[src/rtl/passage_builder.sv]
// passage_builder: picks random dictionary words via an LFSR and packs them,
// space separated, into a SLOTS-character passage buffer for a typing round.
// Ports: clk, rst (async, active-high), req (build pulse), dict_id/dict_word/
// dict_len (dictionary lookup), passage/passage_len (result), busy, done.
// Optional: define NO_REPEAT_EN to reject a pick equal to the last accepted id.
module passage_builder #(
  parameter int          SLOTS      = 25,
  parameter int          MAX_WORDS  = 8,
  parameter int          MAX_REJECT = 8,
  parameter logic [15:0] LFSR_SEED  = 16'hACE1
) (
  input  logic               clk,
  input  logic               rst,
  input  logic               req,
  output logic [4:0]         dict_id,
  input  logic [74:0]        dict_word,
  input  logic [3:0]         dict_len,
  output logic [5*SLOTS-1:0] passage,
  output logic [4:0]         passage_len,
  output logic               busy,
  output logic               done
);

  localparam int WW  = $clog2(MAX_WORDS + 1);
  localparam int RW  = $clog2(MAX_REJECT + 1);
  localparam int PIW = $clog2(5 * SLOTS);

  localparam logic [2:0] S_IDLE  = 3'd0;
  localparam logic [2:0] S_PICK  = 3'd1;
  localparam logic [2:0] S_FETCH = 3'd2;
  localparam logic [2:0] S_SPACE = 3'd3;
  localparam logic [2:0] S_COPY  = 3'd4;
  localparam logic [2:0] S_DONE  = 3'd5;

  logic [2:0]         state_q, state_d;
  logic [15:0]        lfsr_q;
  logic [4:0]         id_q, id_d;
  logic [74:0]        word_q, word_d;
  logic [3:0]         len_q, len_d;
  logic [4:0]         pos_q, pos_d;
  logic [3:0]         k_q, k_d;
  logic [WW-1:0]      wcnt_q, wcnt_d;
  logic [RW-1:0]      rej_q, rej_d;
  logic [5*SLOTS-1:0] pass_q, pass_d;
  logic [4:0]         plen_q, plen_d;

  logic [5:0]     fit;
  logic           reject;
  logic [6:0]     kidx;
  logic [PIW-1:0] pidx;

`ifdef NO_REPEAT_EN
  logic [4:0] prev_q, prev_d;
  logic       pvld_q, pvld_d;
  assign reject = (dict_len == 4'd0) || (pvld_q && (id_q == prev_q));
`else
  assign reject = (dict_len == 4'd0);
`endif

  // 6-bit sum so the fit check cannot wrap
  assign fit  = {1'b0, pos_q} + {2'b00, dict_len}
              + {5'd0, (wcnt_q != '0)};
  assign kidx = 7'(k_q) * 7'd5;
  assign pidx = PIW'(pos_q) * PIW'(5);

  always_ff @(posedge clk or posedge rst) begin
    if (rst) lfsr_q <= LFSR_SEED;
    else     lfsr_q <= {lfsr_q[14:0],
                        lfsr_q[15] ^ lfsr_q[13] ^ lfsr_q[12] ^ lfsr_q[10]};
  end

  always_comb begin
    state_d = state_q;
    id_d    = id_q;
    word_d  = word_q;
    len_d   = len_q;
    pos_d   = pos_q;
    k_d     = k_q;
    wcnt_d  = wcnt_q;
    rej_d   = rej_q;
    pass_d  = pass_q;
    plen_d  = plen_q;
`ifdef NO_REPEAT_EN
    prev_d  = prev_q;
    pvld_d  = pvld_q;
`endif
    unique case (state_q)
      S_IDLE: begin
        if (req) begin
          pass_d  = '0;
          pos_d   = '0;
          wcnt_d  = '0;
          rej_d   = '0;
`ifdef NO_REPEAT_EN
          pvld_d  = 1'b0;
`endif
          state_d = S_PICK;
        end
      end
      S_PICK: begin
        id_d    = lfsr_q[4:0];
        state_d = S_FETCH;
      end
      S_FETCH: begin
        word_d = dict_word;
        len_d  = dict_len;
        k_d    = '0;
        if (reject) begin
          rej_d = rej_q + 1'b1;
          if (rej_q + 1'b1 == RW'(MAX_REJECT)) state_d = S_DONE;
          else                                 state_d = S_PICK;
        end else if (fit > 6'(SLOTS)) begin
          state_d = S_DONE;
        end else begin
          rej_d = '0;
`ifdef NO_REPEAT_EN
          prev_d = id_q;
          pvld_d = 1'b1;
`endif
          state_d = (wcnt_q != '0) ? S_SPACE : S_COPY;
        end
      end
      S_SPACE: begin
        pass_d[pidx +: 5] = 5'd27;
        pos_d   = pos_q + 5'd1;
        state_d = S_COPY;
      end
      S_COPY: begin
        pass_d[pidx +: 5] = word_q[kidx +: 5];
        pos_d = pos_q + 5'd1;
        k_d   = k_q + 4'd1;
        if (k_q == len_q - 4'd1) begin
          wcnt_d = wcnt_q + 1'b1;
          if ((wcnt_q + 1'b1 == WW'(MAX_WORDS)) ||
              (pos_q + 5'd1 == 5'(SLOTS)))
            state_d = S_DONE;
          else
            state_d = S_PICK;
        end
      end
      S_DONE:  state_d = S_IDLE;
      default: state_d = S_IDLE;
    endcase
    // length is published together with the done pulse
    if (state_d == S_DONE) plen_d = pos_d;
  end

  always_ff @(posedge clk or posedge rst) begin
    if (rst) begin
      state_q <= S_IDLE;
      id_q    <= '0;
      word_q  <= '0;
      len_q   <= '0;
      pos_q   <= '0;
      k_q     <= '0;
      wcnt_q  <= '0;
      rej_q   <= '0;
      pass_q  <= '0;
      plen_q  <= '0;
    end else begin
      state_q <= state_d;
      id_q    <= id_d;
      word_q  <= word_d;
      len_q   <= len_d;
      pos_q   <= pos_d;
      k_q     <= k_d;
      wcnt_q  <= wcnt_d;
      rej_q   <= rej_d;
      pass_q  <= pass_d;
      plen_q  <= plen_d;
    end
  end

`ifdef NO_REPEAT_EN
  always_ff @(posedge clk or posedge rst) begin
    if (rst) begin
      prev_q <= '0;
      pvld_q <= 1'b0;
    end else begin
      prev_q <= prev_d;
      pvld_q <= pvld_d;
    end
  end
`endif

  assign dict_id     = id_q;
  assign passage     = pass_q;
  assign passage_len = plen_q;
  assign busy        = (state_q != S_IDLE);
  assign done        = (state_q == S_DONE);

endmodule

[config.mk]
export PLATFORM = sky130hd
export DESIGN_NAME = passage_builder
export DESIGN_NICKNAME = d
export VERILOG_FILES = /design/src/rtl/passage_builder.sv
export SDC_FILE = /design/constraint.sdc
export NUM_CORES = 1
export LEC_CHECK = 0
export BUFFER_PORTS_ARGS = -buffer_cell sky130_fd_sc_hd__buf_2
export CAP_MARGIN = 5
export CORE_UTILIZATION = 60
export CTS_BUF_LIST = sky130_fd_sc_hd__clkbuf_2
export CTS_CLUSTER_DIAMETER = 150
export DETAILED_ROUTE_END_ITERATION = 7
export PLACE_DENSITY_LB_ADDON = 0.1
export RECOVER_POWER = 100
export SLEW_MARGIN = 20
export SYNTH_ARGS = -nofsm -noshare
export SYNTH_HDL_FRONTEND = slang
export SYNTH_SLANG_ARGS = --single-unit
[constraint.sdc]
create_clock -name clk -period 9.7 [get_ports clk]
set_clock_uncertainty 0.05 [all_clocks]
set_input_delay 1.94 -clock clk [delete_from_list [all_inputs] [get_ports clk]]
set_output_delay 1.94 -clock clk [all_outputs]
set_load 0.01 [all_outputs]
==> impl_results.md <==
- Die Area: approximately 0.025 mm2
- Final Slew Violations: 298
- Post-DR wirelength/cell: about 25 um
- Mux cell area share after synthesis: between 10% and 20%
- Synth Flop Type: dfrtp_1
- Crit path cell chain: buf_4 -> ha_1 -> ha_1 -> fa_1 -> or3_1 -> nor3_1 -> nand2_1 -> buf_4 -> o21ai_0 -> nand2_1 -> o31ai_1 -> a21oi_1
- Synth async-reset ratio: 100.0%
- Max Fanout on Critical Path: 34
- Post-synth EDFFs: 0
- Hpwl dp: approximately 37000 um
- HP Class: reg2reg
- RSZ-0062 raised after global routing: no
- Antenna Violating Nets Remaining: 0
- Max-Cap Viols: 6
- Row Count: 57
- Die span in x: 159.1 um
- Commonest cells in the netlist: dfrtp_1 (242), a21oi_1 (218), o21ai_0 (163)
- Largest family of logic cells by synthesized area: compound AO/OA/AOI/OAI gates
- Count leader, synth: dfrtp_1
- Cts hold-fix bufs: 0
- Synthesis Warnings: 0
- Initial DRC Count: ~2300
- IO Pins: around 220
- Yosys top cell area share: around 41%
- Worst skew pair latency: ~0.9 ns
- Post-synth top area cell: dfrtp_1
- DR DRC count: 1
- H-tree Lvls: 3
- CP Launch Type: register
- Register area share after synthesis: 42.34%
- WHS: about 0.28 ns
- Synth cell types: a little over 90
- Clock sink total: 250
- TritonCTS Buffers: 67
- Synth Net Count: roughly 1700
- Post-Place Cells: about 2100
- DP Area: roughly 0.016 mm2
- GRT overflow: 0
- Fin area: between 0.015 and 0.02 mm2
- Routability Congestion: ~1.0
- Slew HR: -247.4%
- Worst-case clock buffer depth: 3
- CTS resizes: 0
- Layout cells sized above 1: 19.03%
- Synth Instances: 1619
- Port bufs: ~220
- Critical-path top delay cell: nor3_1
- Starting Density: approximately 61%
- Max stage delay on crit path: between 1.5 and 2 ns
- CTS tree: yes
- Detailed Routing Iterations Pass 1: 8
- Tot GR Track Use: between 40% and 50%
- Post-Synth Simple-Gate Area: about 14%
- Fin crit period: ~7 ns
- Status: finished with violations
- Initial antenna violation count: 1
- Worst Setup End Kind: register
- Data required, critical path: between 10 and 15 ns
- Synth top area cells: dfrtp_1 (41%), a21oi_1 (7.4%), mux2_2 (7.0%)
- Compound-Gate Fraction of Synth Area: approximately a quarter
- Post-Synth Adder-Cell Area: under 10%
- Die Y: between 150 and 200 um
- Reg clk slew, reported paths: between 0.1 and 0.15 ns
- Hold Violations, Final: 0
- Arr. time, crit path: about 7.7 ns
- Tcrit/Tclk final: approximately 72%
- Syn_area_per_cell: between 9 and 10 um2
- Final setup vio count: 0
- Fill cell count: 2084
- WS Path Type: reg2reg
- First-pass GRT wire length: approximately 84000 um
- Vias in the first global route: around 15000
- Final nets: roughly 1900
- Maximum number of pins on one net before global-route repair: ~120
- Mapped cell area: roughly 0.015 mm2
- Post-Route Setup TNS: 0 ns
- XOR/XNOR Fraction of Synth Area: under 10%
- Fmax: roughly 140 MHz
- Failing checks: design-rule violations, max-capacitance violations, max-slew violations
- Non-Filler Instances: approximately 2200
- #FFs+latches synth: between 200 and 300
- Vias/cell: 6.881
- Core box area: 0.02425 mm2
- Post-CTS setup buffer count: 0
- Area grow syn2layout: 11.42%
- Worst Max-Slew Pin Slew: about 5.2 ns
- Root buffer cell: clkbuf_2
- Via count: roughly 15000
- Routed WL: 54720 um
==> cells by family (layout without fill, tap and decap cells) <==
kind of cell | count (synthesis) | in the layout
AOI/OAI and AO/OA | 627 | 627
DFF | 250 | 250
muxes | 130 | 130
and+or+nand+nor | 437 | 437
buffers and inverters | 132 | 384
other | 0 | 1
xor gates and xnor gates | 19 | 19
adders and majority gates | 24 | 24
==> worst paths after layout <==
path / start / endpoint / slack (ns) / depth (start not counted)
min reg2reg: lfsr_q[3] / lfsr_q[4] / 0.28 / 0
max in group asynchronous: rst / passage[74] / 4.41 / 3
max reg2reg: pos_q[0] / passage[111] / 2.70 / 12
min in group asynchronous: rst / word_q[48] / 2.63 / 2
max: pos_q[0] / passage[111] / 2.70 / 12
min: lfsr_q[3] / lfsr_q[4] / 0.28 / 0
==> worst max-delay path: cells and delay by family, from the launching register on <==
| family | cells | cell delay [ns] |
|---|---|---|
| flops | 1 | 0.37 |
| fa+ha+maj | 3 | 1.12 |
| compound gates | 3 | 1.54 |
| simple gates | 4 | 3.18 |
| buf+inv | 2 | 0.60 |
==> cell type report <==
| type | instances | area, um2 | area share [%] |
|---|---|---|---|
| clock inverters | 17 | 140.1 | 0.8498 |
| multi-input cells | 1237 | 7976 | 48.37 |
| inverters | 22 | 83.83 | 0.5083 |
| diodes | 1 | 2.502 | 0.01517 |
| clock buffers | 95 | 475.5 | 2.883 |
| well taps | 324 | 405.4 | 2.458 |
| repair buffers | 250 | 1141 | 6.920 |
| flip-flops and latches | 250 | 6266 | 38.00 |
==> registers in the layout, indices dropped and copies added (netlist names) <==
signal,flops
rej_q,4
pos_q,5
lfsr_q,16
len_q,4
state_q,3
passage_len,5
passage,125
wcnt_q,4
k_q,4
word_q,75
dict_id,5
==> cells in the final DEF (no fill, tap or decap), types with 49 or more instances in the layout <==
master,count
nor2_1,121
clkbuf_1,142
nand2_1,144
buf_2,81
mux2_2,92
nand3_1,49
clkbuf_2,95
o21ai_0,174
a21oi_1,218
dfrtp_1,242
==> layer usage <==
metal | vias up | routed length [um] | GRT usage, % | share of wire [%]
met4 | 0 | 3902 | 28.06 | 7.1
met2 | 1126 | 24080 | 65.15 | 44
met3 | 299 | 6230 | 11.90 | 11
met5 | - | 0 | 0 | 0
met1 | 7212 | 20510 | 54.19 | 37
li1 | 6474 | - | - | -
==> per-stage QoR <==
| stage | setup slack [ns] | util, % |
|---|---|---|
| 3_3_place_gp | 5.070 | 66.45 |
| 2_1_floorplan | 0.8516 | - |
| 5_1_grt | 2.402 | 68.01 |
| 4_1_cts | 4.949 | 68.99 |
| 6_report | 2.699 | 68.01 |
| 3_5_place_dp | 4.962 | 66.45 |
Power is not shown: default switching activity piles up to over one toggle a cycle in this logic, so the estimate is an artifact.
